==> config.mk <==
export PLATFORM = sky130hd
export DESIGN_NAME = usb_rx_bit_decoder
export DESIGN_NICKNAME = d
export VERILOG_FILES = /design/src/rtl/usb_rx_pkg.sv /design/src/rtl/usb_rx_sync.sv /design/src/rtl/usb_rx_bit_decoder.sv
export SDC_FILE = /design/constraint.sdc
export NUM_CORES = 1
export LEC_CHECK = 0
export CAP_MARGIN = 5
export CORE_MARGIN = 1.5
export CORE_UTILIZATION = 45
export DETAILED_ROUTE_END_ITERATION = 10
export HOLD_SLACK_MARGIN = 0.1
export PLACE_DENSITY_LB_ADDON = 0.08
export SLEW_MARGIN = 20
export SYNTH_ARGS = -nofsm -noshare
export SYNTH_HDL_FRONTEND = slang
export SYNTH_HIERARCHICAL = 1
export SYNTH_SLANG_ARGS = --single-unit
==> constraint.sdc <==
create_clock -name clk -period 2.3 [get_ports clk]
set_clock_uncertainty 0.2 [all_clocks]
set_input_delay 0.46 -clock clk [delete_from_list [all_inputs] [get_ports clk]]
set_output_delay 0.46 -clock clk [all_outputs]
set_load 0.1 [all_outputs]
==> src/rtl/usb_rx_pkg.sv <==
// Shared types and line-state constants for the USB receive front end.
package usb_rx_pkg;

  typedef enum logic [1:0] {
    IDLE,
    RUN,
    WAIT_J
  } state_t;

  typedef enum logic [1:0] {
    LINE_J,
    LINE_K,
    LINE_SE0
  } line_t;

  localparam logic USB_IDLE_DP = 1'b1;
  localparam logic USB_IDLE_DM = 1'b0;

endpackage

==> src/rtl/usb_rx_sync.sv <==
// Two-flop synchroniser for one asynchronous USB pin; RST_VAL sets its idle level.
module usb_rx_sync #(
  parameter logic RST_VAL = 1'b0
) (
  input  logic clk,
  input  logic n_rst,
  input  logic async_in,
  output logic sync_out
);

  logic meta;

  always_ff @(posedge clk) begin
    if (!n_rst) begin
      meta     <= RST_VAL;
      sync_out <= RST_VAL;
    end else begin
      meta     <= async_in;
      sync_out <= meta;
    end
  end

endmodule

==> src/rtl/usb_rx_bit_decoder.sv <==
// USB RX bit decoder: pin sync, bit-timing recovery, NRZI decode and bit unstuffing.
// Define USB_RX_EDGE_RESYNC_EN to re-centre the sample point on every K<->J line edge.
module usb_rx_bit_decoder
  import usb_rx_pkg::*;
#(
  parameter int unsigned CLKS_PER_BIT = 8,
  parameter int unsigned SAMPLE_POINT = 3,
  parameter int unsigned STUFF_LEN    = 6
) (
  input  logic clk,
  input  logic n_rst,
  input  logic rx_enable,
  input  logic d_plus_in,
  input  logic d_minus_in,
  output logic d_orig,
  output logic shift_enable,
  output logic packet_start,
  output logic eop,
  output logic stuff_err,
  output logic rx_active
);

  localparam int unsigned CNT_W  = $clog2(CLKS_PER_BIT);
  localparam int unsigned ONES_W = 3;

  logic dp_s;
  logic dm_s;

  usb_rx_sync #(.RST_VAL(USB_IDLE_DP)) u_sync_dp (
    .clk      (clk),
    .n_rst    (n_rst),
    .async_in (d_plus_in),
    .sync_out (dp_s)
  );

  usb_rx_sync #(.RST_VAL(USB_IDLE_DM)) u_sync_dm (
    .clk      (clk),
    .n_rst    (n_rst),
    .async_in (d_minus_in),
    .sync_out (dm_s)
  );

  state_t              state, state_d;
  line_t               line_c, line_q;
  logic [CNT_W-1:0]    bit_cnt, bit_cnt_d;
  logic [ONES_W-1:0]   ones_cnt, ones_d;
  logic                prev_line, prev_line_d;
  logic                d_orig_d, shift_d, start_d, eop_d, err_d;
  logic                nrzi_bit_c;
  logic                sop_c;
  logic                sample_c;

  // Line classification: SE0 when both pins low, otherwise D+ carries the value.
  always_comb begin
    line_c = LINE_J;
    if (!dp_s && !dm_s) begin
      line_c = LINE_SE0;
    end else if (!dp_s) begin
      line_c = LINE_K;
    end
  end

  assign nrzi_bit_c = (dp_s == prev_line);
  assign sop_c      = rx_enable && (line_q == LINE_J) && (line_c == LINE_K);
  assign sample_c   = (bit_cnt == CNT_W'(SAMPLE_POINT));

`ifdef USB_RX_EDGE_RESYNC_EN
  logic edge_c;
  assign edge_c = (line_c != line_q) && (line_c != LINE_SE0) && (line_q != LINE_SE0);
`endif

  always_ff @(posedge clk) begin
    if (!n_rst) begin
      state        <= IDLE;
      line_q       <= LINE_J;
      bit_cnt      <= '0;
      ones_cnt     <= '0;
      prev_line    <= 1'b1;
      d_orig       <= 1'b1;
      shift_enable <= 1'b0;
      packet_start <= 1'b0;
      eop          <= 1'b0;
      stuff_err    <= 1'b0;
      rx_active    <= 1'b0;
    end else begin
      state        <= state_d;
      line_q       <= line_c;
      bit_cnt      <= bit_cnt_d;
      ones_cnt     <= ones_d;
      prev_line    <= prev_line_d;
      d_orig       <= d_orig_d;
      shift_enable <= shift_d;
      packet_start <= start_d;
      eop          <= eop_d;
      stuff_err    <= err_d;
      rx_active    <= (state_d == RUN);
    end
  end

  // Next-state, bit timing, NRZI/unstuff datapath and strobe generation.
  always_comb begin
    state_d     = state;
    bit_cnt_d   = bit_cnt;
    ones_d      = ones_cnt;
    prev_line_d = prev_line;
    d_orig_d    = d_orig;
    shift_d     = 1'b0;
    start_d     = 1'b0;
    eop_d       = 1'b0;
    err_d       = 1'b0;

    unique case (state)
      IDLE: begin
        if (sop_c) begin
          state_d     = RUN;
          bit_cnt_d   = '0;
          ones_d      = '0;
          prev_line_d = 1'b1;
          start_d     = 1'b1;
        end
      end
      RUN: begin
        bit_cnt_d = (bit_cnt == CNT_W'(CLKS_PER_BIT - 1)) ? '0 : bit_cnt + CNT_W'(1);
        if (sample_c) begin
          if (line_c == LINE_SE0) begin
            eop_d   = 1'b1;
            state_d = WAIT_J;
          end else begin
            prev_line_d = dp_s;
            if (ones_cnt == ONES_W'(STUFF_LEN)) begin
              if (nrzi_bit_c) begin
                err_d   = 1'b1;
                state_d = WAIT_J;
              end else begin
                ones_d = '0;
              end
            end else begin
              d_orig_d = nrzi_bit_c;
              shift_d  = 1'b1;
              ones_d   = nrzi_bit_c ? ones_cnt + ONES_W'(1) : '0;
            end
          end
        end
`ifdef USB_RX_EDGE_RESYNC_EN
        if (edge_c) begin
          bit_cnt_d = '0;
        end
`endif
      end
      WAIT_J: begin
        if (dp_s == USB_IDLE_DP && dm_s == USB_IDLE_DM) begin
          state_d = IDLE;
        end
      end
      default: state_d = IDLE;
    endcase

    // Disabling the receiver abandons any bit in progress.
    if (!rx_enable) begin
      state_d = IDLE;
      shift_d = 1'b0;
      start_d = 1'b0;
      eop_d   = 1'b0;
      err_d   = 1'b0;
    end
  end

endmodule

---- After elaboration in Yosys (flattened, before gate mapping) ----
Index checks and enable logic that the tools add are counted.
operators by class
  $add $sub $neg .......................... 2
  equality and inequality tests ........... 13
  muxes and demuxes ....................... 27
  bitwise gates (word level) .............. 7
  reduce and logical (&&, ||, !) cells .... 17
operators by type and width
  cell                   count
  $mux W3                7
  $mux W2                8
  $pmux W3 S2            2
  $reduce_and A4 Y1      3
  $mux W1                8
  $not A1 Y1             7
  $add A3 B1 Y3 const B  2
  $eq A2 B1 Y1 const B   3
  $eq A3 B3 Y1 const B   2
  $ne A2 B2 Y1 const B   3
  $pmux W2 S3            1
  $reduce_or A6 Y1       1
  $reduce_and A5 Y1      1
  $reduce_or A5 Y1       1
  $eq A2 B2 Y1 const B   2
  $logic_and A1 B1 Y1    4
  $logic_not A2 Y1       2
  $eq A3 B2 Y1 const B   1
  $ne A3 B3 Y1 const B   1
  $reduce_and A3 Y1      1
  $logic_not A1 Y1       2
  $pmux W1 S2            1
  $reduce_and A2 Y1      1
  $reduce_bool A2 Y1     1
  $eq A1 B1 Y1           1
storage, ports and cells
  register bits ........................... 21
  input port bits ......................... 5
  output and inout bits ................... 6
  word-level logic and storage cells ...... 81

---- Depth between registers and ports, before layout ----
Gate-level depths: netlist of run 1.
  depth in word-level cells ............... 9
  depth in mapped cells ................... 6

---- Modules after synthesis ----
Netlist of run 1, hierarchy kept.
modules (own cells, without submodules)
  module              times used  cells an instance  area an instance (µm²)
  usb_rx_bit_decoder  1           78                 770.7
  usb_rx_sync         2           4                  52.6

---- Worst setup path after synthesis of run 1 ----
Ideal clock, no wire load.
  path type ............................... reg2reg
  start point ............................. register ones_cnt[0]
  end point ............................... register ones_cnt[2]
  library setup time ...................... 73 ps
  arrival ................................. 1764 ps
  setup slack ............................. 262 ps
  stages on the path, launching flop included .. 7
  buffers on the path ..................... 0
  clock period less this slack ............ 2038 ps
  cells stage by stage .................... dfxtp_1 -> inv_1 -> ha_1 -> and2_1 -> or4b_4 -> or4_4 -> o211ai_2
on the way
  cells in the longest elaborated chain, start to end .. 6
ends and longest elaborated chain
  item                    RTL line                   RTL
  from (decl)             usb_rx_bit_decoder.sv:46   logic [ONES_W-1:0] ones_cnt, ones_d;
  from (signal assigned)  usb_rx_bit_decoder.sv:89   ones_cnt <= ones_d;
  $add A3 B1 Y3           usb_rx_bit_decoder.sv:140  ones_d = nrzi_bit_c ? ones_cnt + ONES_W'(1) : '0;
  $mux W3                 usb_rx_bit_decoder.sv:140
  $mux W3                 usb_rx_bit_decoder.sv:130  if (ones_cnt == ONES_W'(STUFF_LEN)) begin
  $mux W3                 usb_rx_bit_decoder.sv:125  if (line_c == LINE_SE0) begin
  $mux W3                 usb_rx_bit_decoder.sv:124  if (sample_c) begin
  $pmux W3 S2             usb_rx_bit_decoder.sv:112  unique case (state)
Several ways; a longest one is shown, not always the timed one. The select of a mux whose other input is x is not followed.
A chain may end at the register's enable or synchronous reset.

---- Worst setup path in the final report of run 1 ----
Same ends and word-level chain as after synthesis.

==> results of run 1 <==
[flip-flops by register name, summed over array words and instances (netlist names)]
signal / flops
bit_cnt: 3
d_orig: 1
eop: 1
line_q: 2
ones_cnt: 3
packet_start: 1
prev_line: 1
rx_active: 1
shift_enable: 1
state: 2
stuff_err: 1
u_sync_dm/meta: 1
u_sync_dm/sync_out: 1
u_sync_dp/meta: 1
u_sync_dp/sync_out: 1
[through the flow]
step                      area, µm²  setup WS (ps)  hold slack [ps]
after floorplan                 876            262              186
after global placement         1000            122              191
after detailed placement       1000           81.2              207
after CTS                      1030            163              236
after global routing           1030           80.4              242
final                          1030            165              228
[critical path: cells and delay by family (launching register included)]
kind / cells / cell delay, ps
AO/OA/AOI/OAI: 1 / 80
adder cells (fa/ha/maj): 1 / 200
AND/OR/NAND/NOR: 3 / 1150
buffers and inverters: 1 / 60
flip-flops: 1 / 390
[synthesized netlist by cell type (all sizes together), types with 3 or more instances]
cell and number:
dfxtp 21, ha 5, and2 4, nor3 5, nor2b 4, nand2b 3, nand2 7, nor2 3
inv 4
[worst min-delay path by stage]
stage                              start                             to  slack (ps)  cells after the start
4_1_cts        u_sync_dp/meta$_SDFF_PN1_  u_sync_dp/sync_out$_SDFF_PN1_         240                      1
3_3_place_gp   u_sync_dp/meta$_SDFF_PN1_  u_sync_dp/sync_out$_SDFF_PN1_         190                      1
6_report       u_sync_dp/meta$_SDFF_PN1_  u_sync_dp/sync_out$_SDFF_PN1_         230                      1
3_5_place_dp   u_sync_dp/meta$_SDFF_PN1_  u_sync_dp/sync_out$_SDFF_PN1_         210                      1
5_1_grt        u_sync_dp/meta$_SDFF_PN1_  u_sync_dp/sync_out$_SDFF_PN1_         240                      1
2_1_floorplan  u_sync_dp/meta$_SDFF_PN1_  u_sync_dp/sync_out$_SDFF_PN1_         190                      1
[layout make-up]
cell class | instances | area [µm²] | area share (%)
tap | 25 | 31.3 | 3.05
clock inverter | 1 | 5.00 | 0.487
timing repair buffer | 13 | 108 | 10.5
inverter | 4 | 15.0 | 1.46
multi-input combinational | 59 | 425 | 41.4
sequential | 21 | 420 | 40.9
clock buffer | 3 | 22.5 | 2.19
[power breakdown]
part	total [mW]	internal (mW)	switching (mW)
Clock	0.182	0.0650	0.117
Sequential	0.370	0.368	0.00259
Combinational	0.0235	0.0126	0.0109
Total	0.576	0.445	0.131
[logic make-up after synthesis]
kind of cell / synth area share [%]
AND/OR/NAND/NOR: 26.6
adder cells (fa/ha/maj): 7.14
AO/OA/AOI/OAI: 12.7
XOR/XNOR: 1.00
buffers and inverters: 3.43
multiplexers: 1.14
flip-flops: 48.0
[per-layer routing]
metal / part of all wire (%) / global-route usage [%] / up-vias
met5: 0 / 0 / -
met4: 1.8 / 10.0 / 0
met3: 3.0 / 2.31 / 2
met2: 45 / 24.1 / 13
met1: 50 / 19.7 / 319
li1: - / - / 340
[placed cells by master (no fill, tap or decap), drive strengths merged, types with 3 or more instances in the layout]
| cell type | count |
|---|---|
| and2 | 4 |
| buf | 9 |
| clkbuf | 3 |
| clkdlybuf4s50 | 4 |
| dfxtp | 21 |
| ha | 5 |
| inv | 4 |
| nand2 | 7 |
| nand2b | 3 |
| nor2 | 3 |
| nor2b | 4 |
| nor3 | 5 |
==> impl_metrics.yaml, run 1 <==
status:
  outcome: "completed"
synth:
  syn_nets: 96
  synth_top_area_share_pct: 48.0
  synth.avg_cell_area_um2: 10.2
  syn-cell-area_um2: 876
  ys_types: 34
  yosys_most_used_dff: "dfxtp_1"
  synth_edf_count: 0
  synth_area_leaders: "dfxtp_1 (48%), ha_1 (7.1%), nand2_1 (3.0%)"
  ys_ff_latch: 21
  yosysTopAreaCell: "dfxtp_1"
  synthArstFlopShare_pct: 0
  syn_inst: 86
  ys.warnings.count: 6
  synth_seq_area_share_pct: 48.0
grt:
  grt_overflow: 0
  antenna_found_initial: 0
  grt_pass1_vias: 562
  grt_max_degree: 17
  grt_first_pass_wirelength_um: 2360
  grtUsageTotal_pct: 15.4
worst_setup_path:
  critPathLaunch: "ones_cnt[0]$_SDFFE_PN0P_"
  cp_cell_sequence: "inv_1 -> ha_1 -> and2_1 -> or4b_4 -> or4_4 -> o211ai_2"
  worstPathMaxFanout: 4
  endpoint_kind: "flop"
  crit_type: "reg -> reg"
  required_ps: 2350
  crit_slowest_cell: "or4b_4"
  cp-start-kind: "flop"
  crit_end: "ones_cnt[2]$_SDFFE_PN0P_"
  r2r-end: "ones_cnt[2]$_SDFFE_PN0P_"
  ff2ff_setup_slack_ps: 170
  timing.rr.start: "ones_cnt[0]$_SDFFE_PN0P_"
  cp_slowest_stage_delay_ps: 540
  reg2reg_depth: 6
  arrival_ps: 2190
cells_and_area:
  fillers: 164
  antenna_cells: 0
  finalNetCount: 112
  final_cells: 126
  syn_to_final_growth_pct: 17.3
  drive_gt1_share_pct: 17.8
  fin_util_pct: 57.6
cts:
  clk_latency_ps: 310
  h-tree-depth: 1
  cts_buffers: 3
  root_buffer: "clkbuf_4"
  clock_path_buffers: 2
  clkTransAtPathRegs_ps: 120
  hold_buffers: 0
  cts.repair.resized: 0
  cts_num_sinks: 21
  post_cts_buffers: 0
  cts_tree: "yes"
detailed_routing:
  vias: 674
  dr.pass1.iters: 4
  avgRoutedWirePerCell_um: 12.1
  drtIter0Drc: 14
  final_antenna_net_count: 0
  drt_wl_total_um: 1530
  drc: 0
  via_per_inst: 5.35
pwr:
  p_total_uw: 576
  power.density_mw_per_mm2: 561
  power.leakage_nw: 0.420
  ir_drop_mv: 0.395
die:
  core_mm2: 0.00178
  fp-row-count: 15
  die_h_um: 47.1
  initial_core_util_pct: 49.1
  dieWidth_um: 47.1
  io_pins: 11
  die_area_mm2: 0.00222
sta:
  setup_tns_ps: 0
  final_max_slew_viol_count: 0
  hold_viol_final: 0
  slew_headroom_pct: 75.1
  fin_crit_sh_pct: 92.8
  worstMarginPinSlew_ps: 373
  rsz0062_at_grt: "no"
  min_period_ps: 2130
  fmax_mhz: 468
  finalSetupViolations: 0
worst_hold_path:
  hp-class: "reg -> reg"
placed_design:
  dp.cells: 122
  hpwl_um: 1070
  io_buffer_count: 10
  place_congestion: 0.738
job:
  cap_violations: 0
Note: power is estimated with default switching activity, not from simulation.
==> run 2, diff against run 1 <==
--- a/config.mk
+++ b/config.mk
@@ -9,6 +9,7 @@
 export CORE_MARGIN = 1.5
 export CORE_UTILIZATION = 45
 export DETAILED_ROUTE_END_ITERATION = 10
+export GPL_ROUTABILITY_DRIVEN = 0
 export HOLD_SLACK_MARGIN = 0.1
 export PLACE_DENSITY_LB_ADDON = 0.08
 export SLEW_MARGIN = 20
==> results of run 2 <==
No change in the layout: final DEF, timing and power equal those of run 1.
==> patch 1 (config.mk and constraints of run 1) <==
Encoding of `line_t`: now one-hot (3 bits for 3 values).
--- a/src/rtl/usb_rx_pkg.sv
+++ b/src/rtl/usb_rx_pkg.sv
@@ -8,8 +8,8 @@
   } state_t;
 
-  typedef enum logic [1:0] {
-    LINE_J,
-    LINE_K,
-    LINE_SE0
+  typedef enum logic [2:0] {
+    LINE_J   = 3'b001,
+    LINE_K   = 3'b010,
+    LINE_SE0 = 3'b100
   } line_t;
 
Behaviour: same outputs for any inputs over 10 cycles, from zero or initial values and one cycle with n_rst low; not proved beyond that.
==> patch 1 against run 1 <==
- wire length fell by 0.92%
- fmax grew 12%
- critical path depth unchanged
- worst setup slack better by 0.23 ns
- sequential cell count up 1
- final area is 4.3% higher
- area after synthesis grew 5.4%
- first-iteration DRC count down 57%
- power up 7.0%
- global-route usage decreased by 0.47 points
- worst hold slack worse by 0.0061 ns
==> patch 1: results (changes against run 1) <==
- First-pass GRT wire length: 2.842 mm (+20%)
- Synth Area per Inst: 9.720 um^2 (-4.6%)
- Dpl cells: 131 (+7.4%)
- DP HPWL: 1.163 mm (+8.6%)
- R2R Path Start: bit_cnt[0]$_SDFFE_PN0P_
- Syn_nets: 105 (+9.4%)
- Met2 wire len: 713 um (+3.2%)
- Number of global-route vias before repair: 687 (+22%)
- Arr. time, crit path: 1.92 ns (-0.27 ns)
- Largest stage delay, worst path: 0.37 ns (-0.17 ns)
- Latest clock arrival within the worst-skew pair: 0.29 ns (-0.02 ns)
- Met2 usage: 0.2593 (+0.01816)
- Non-Filler Instances: 135 (+7.1%)
- Sw power: 0.1221 mW (-6.6%)
- Outcome: complete, no violations
- Routing usage on met1: 0.1964 (-0.0007545)
- GRT Util Overall: 0.1495 (-0.004738)
- Synth top area cells: dfxtp_1 (48%), ha_1 (6.8%), nand2_1 (4.9%)
- Metal1 wirelength: 748 um (-1.6%)
- Share of post-route cells with drive strength above 1: 0.1574 (-0.02081)
- Pleak: 0.4256 nW (+1.2%)
- Initial DRC Count: 6 (-8)
- Synth Area in Compound Gates: 0.1626 (+0.03546)
- Largest net degree at the start of global routing: 13 (-4)
- Reg-to-reg slack, setup: 0.39 ns (+0.23 ns)
- Worst slew pin tran: 0.3255 ns (-0.04799 ns)
- Post-synth top cells: dfxtp_1 (22), nand2_1 (12), inv_1 (7)
- Routed wl met3: 35 um (-24%)
- Adder-cell share of the synthesized area: 0.06775 (-0.003678)
- Post-synthesis mux area share: 0 (-0.01143)
- Vias per cell: 5.119 (-4.3%)
- Nets: 119 (+6.3%)
- RePlAce Congestion: 0.8010 (+8.5%)
## patch 1: cell types whose count changed after synthesis, moves of 2 or more
cell / change
nand2_1: +5
nor4_1: -2
a221oi_1: -2
o21ai_1: +4
inv_1: +3
nor2b_1: -3
a21o_1: +2
and2_1: -2
nand3_1: +2
## patch 1: worst max-delay path, delay by kind of cell, from the launching register on
kind	cells	cell delay, ns
fa+ha+maj	2	0.38
flops	1	0.37
compound gates	2	0.32
simple gates	2	0.58
## patch 1: final cells by class
| cell class | instances | area (um^2) |
|---|---|---|
| Fill cell | 186 | 870.8 |
| Sequential cell | 22 | 440.4 |
| Multi-Input combinational cell | 63 | 434.2 |
| Timing Repair Buffer | 12 | 100.1 |
| Clock buffer | 4 | 36.28 |
| Tap cell | 27 | 33.78 |
| Inverter | 7 | 26.28 |
## patch 1: per-stage QoR
stage	setup slack, ns	hold WS, ns
after floorplan	0.5754	0.1863
after CTS	0.3932	0.2239
after detailed placement	0.1877	0.1956
after global routing	0.2838	0.2638
final	0.3939	0.2216
after global placement	0.2292	0.1922
## patch 1: kinds of logic (layout without fill, tap and decap cells)
kind of cell               after synthesis  count (layout)
buffers and inverters                   10              23
and+or+nand+nor                         37              37
xor gates and xnor gates                 1               1
DFF                                     22              22
adders and majority gates                5               5
AOI/OAI and AO/OA                       20              20
## patch 1: power groups by stage
| stage | clock network [mW] | logic, mW | registers, mW |
|---|---|---|---|
| final | 0.202 | 0.0258 | 0.389 |
| after global routing | 0.232 | 0.0291 | 0.390 |
| after floorplan | 0 | 0.0137 | 0.396 |
| after detailed placement | 0 | 0.0259 | 0.397 |
| after global placement | 0 | 0.0254 | 0.397 |
| after CTS | 0.211 | 0.0262 | 0.389 |
==> patch 2 (flow settings as in run 1) <==
Without the edit above. The option `USB_RX_EDGE_RESYNC_EN` is turned on by a define.
--- a/src/rtl/usb_rx_bit_decoder.sv
+++ b/src/rtl/usb_rx_bit_decoder.sv
@@ -1,4 +1,6 @@
 // USB RX bit decoder: pin sync, bit-timing recovery, NRZI decode and bit unstuffing.
 // Define USB_RX_EDGE_RESYNC_EN to re-centre the sample point on every K<->J line edge.
+`define USB_RX_EDGE_RESYNC_EN
+
 module usb_rx_bit_decoder
   import usb_rx_pkg::*;
Function: changed (Yosys sat finds a counterexample within 10 cycles, from zero or initial values and one cycle with n_rst low).
==> patch 2 against run 1 <==
- utilization fell by 3.0 points
- power hardly changed
- sequential cell count did not move
- area after synthesis grew 8.6%
- final area up 5.4%
- synthesized cell count grew 10%
- wire length grew 9.7%
- worst setup slack improved by 0.35 ns
- critical path type unchanged
- highest routed layer unchanged
==> patch 2: results (changes against run 1) <==
- Routing usage on met1: 0.2101 (+0.01293)
- Share of post-route cells with drive strength above 1: 0.1852 (+0.006967)
- Cell family with most CP delay: compound AO/OA/AOI/OAI gates
- Async SR Flop Fraction: 0 (unchanged)
- #MultiIn Comb: 67 (+14%)
- Synth Area per Inst: 10.01 um^2 (-1.7%)
- Fill cells: 199 (+21%)
- Crit-path slowest cell: dfxtp_1
- Dpl cells: 131 (+7.4%)
- Post-DRT Antenna Nets: 0 (unchanged)
- Arr. time, crit path: 1.83 ns (-0.36 ns)
- DP HPWL: 1.283 mm (+20%)
- Largest stage delay, worst path: 0.37 ns (-0.17 ns)
- Clkbuf count: 3 (unchanged)
- Pleak: 0.4399 nW (+4.6%)
- Multi-input gate area: 489.2 um^2 (+15%)
- First-pass GRT wire length: 2.780 mm (+18%)
- GR Util met3: 0.03681 (+0.01373)
- Met2 wire len: 754 um (+9.1%)
- Nonclk inv count: 5 (+1)
- Highest metal used: met4
- GRT Util Overall: 0.1523 (-0.001922)
- Outcome: complete, no violations
- Worst slew pin tran: 0.4570 ns (+0.08357 ns)
- ANT cells: 0 (unchanged)
- Sequential cell power: 0.371 mW (about the same)
- Nets: 119 (+6.3%)
- Sw frac: 0.2258 (-0.001280)
- Initial DRC Count: 20 (+6)
- Syn_nets: 105 (+9.4%)
- DR vias: 710 (+5.3%)
- Signal buf overhead: 0.08555 (-0.01920)
- Placed inst area: 0.001055 mm^2 (+5.5%)
- CTS resizes: 0 (unchanged)
- Comb power frac: 0.051 (+0.010)
- Worst VDD drop: 0.2911 mV (-26%)
- CTS root buf: clkbuf_4
- Clock network share of area: 0.02543 (-0.001363)
- Routed wl met3: 55 um (+20%)
- Met2 usage: 0.2306 (-0.01050)
- RePlAce Congestion: 0.7782 (+5.4%)
- Count of non-CTS buffers in the layout: 11 (-2)
- Post-synth top cells: dfxtp_1 (21), nand2_1 (7), nor3_1 (7)
- Design area: 0.001082 mm^2 (+5.4%)
- Vias per cell: 5.259 (-1.7%)
- Seq/Total Area, Yosys: 0.4421 (-0.03789)
- DR WL/cell: 12.41 um (+2.4%)
- Largest net degree at the start of global routing: 13 (-4)
- Pre-CTS setup slack: 0.2342 ns (+0.1530 ns)
- Synth unique cells: 33 (-2.9%)
- Syn. warnings: 6 (unchanged)
- Flop pwr share: 0.645 (+0.002)
- Largest regs: bit_cnt (3), ones_cnt (3)
- Synth top area cells: dfxtp_1 (44%), ha_1 (6.6%), nor3_1 (3.7%)
- Initial antenna violation count: 0 (unchanged)
- Number of global-route vias before repair: 610 (+8.5%)
- Die ar.: 0.002398 mm^2 (+8.0%)
- Worst-path clk slew: 0.11 ns
- Metal1 wirelength: 848 um (+12%)
## patch 2: path summary, 6_finish.rpt
path / from / to / slack (ns) / cells after the start
max: bit_cnt[0]$_SDFFE_PN0P_ / ones_cnt[1]$_SDFFE_PN0P_ / 0.52 / 6
min: u_sync_dp/meta$_SDFF_PN1_ / u_sync_dp/sync_out$_SDFF_PN1_ / 0.22 / 1
max reg2reg: bit_cnt[0]$_SDFFE_PN0P_ / ones_cnt[1]$_SDFFE_PN0P_ / 0.52 / 6
min reg2reg: u_sync_dp/meta$_SDFF_PN1_ / u_sync_dp/sync_out$_SDFF_PN1_ / 0.22 / 1
## patch 2: cell families (layout without fill, tap and decap cells)
| family | after synthesis | count (layout) | share of synthesized area |
|---|---|---|---|
| buf+inv | 7 | 20 | 0.04342 |
| xor+xnor | 2 | 2 | 0.02632 |
| compound gates | 18 | 18 | 0.1553 |
| flops | 21 | 21 | 0.4421 |
| fa+ha+maj | 5 | 5 | 0.06579 |
| simple gates | 42 | 42 | 0.2671 |
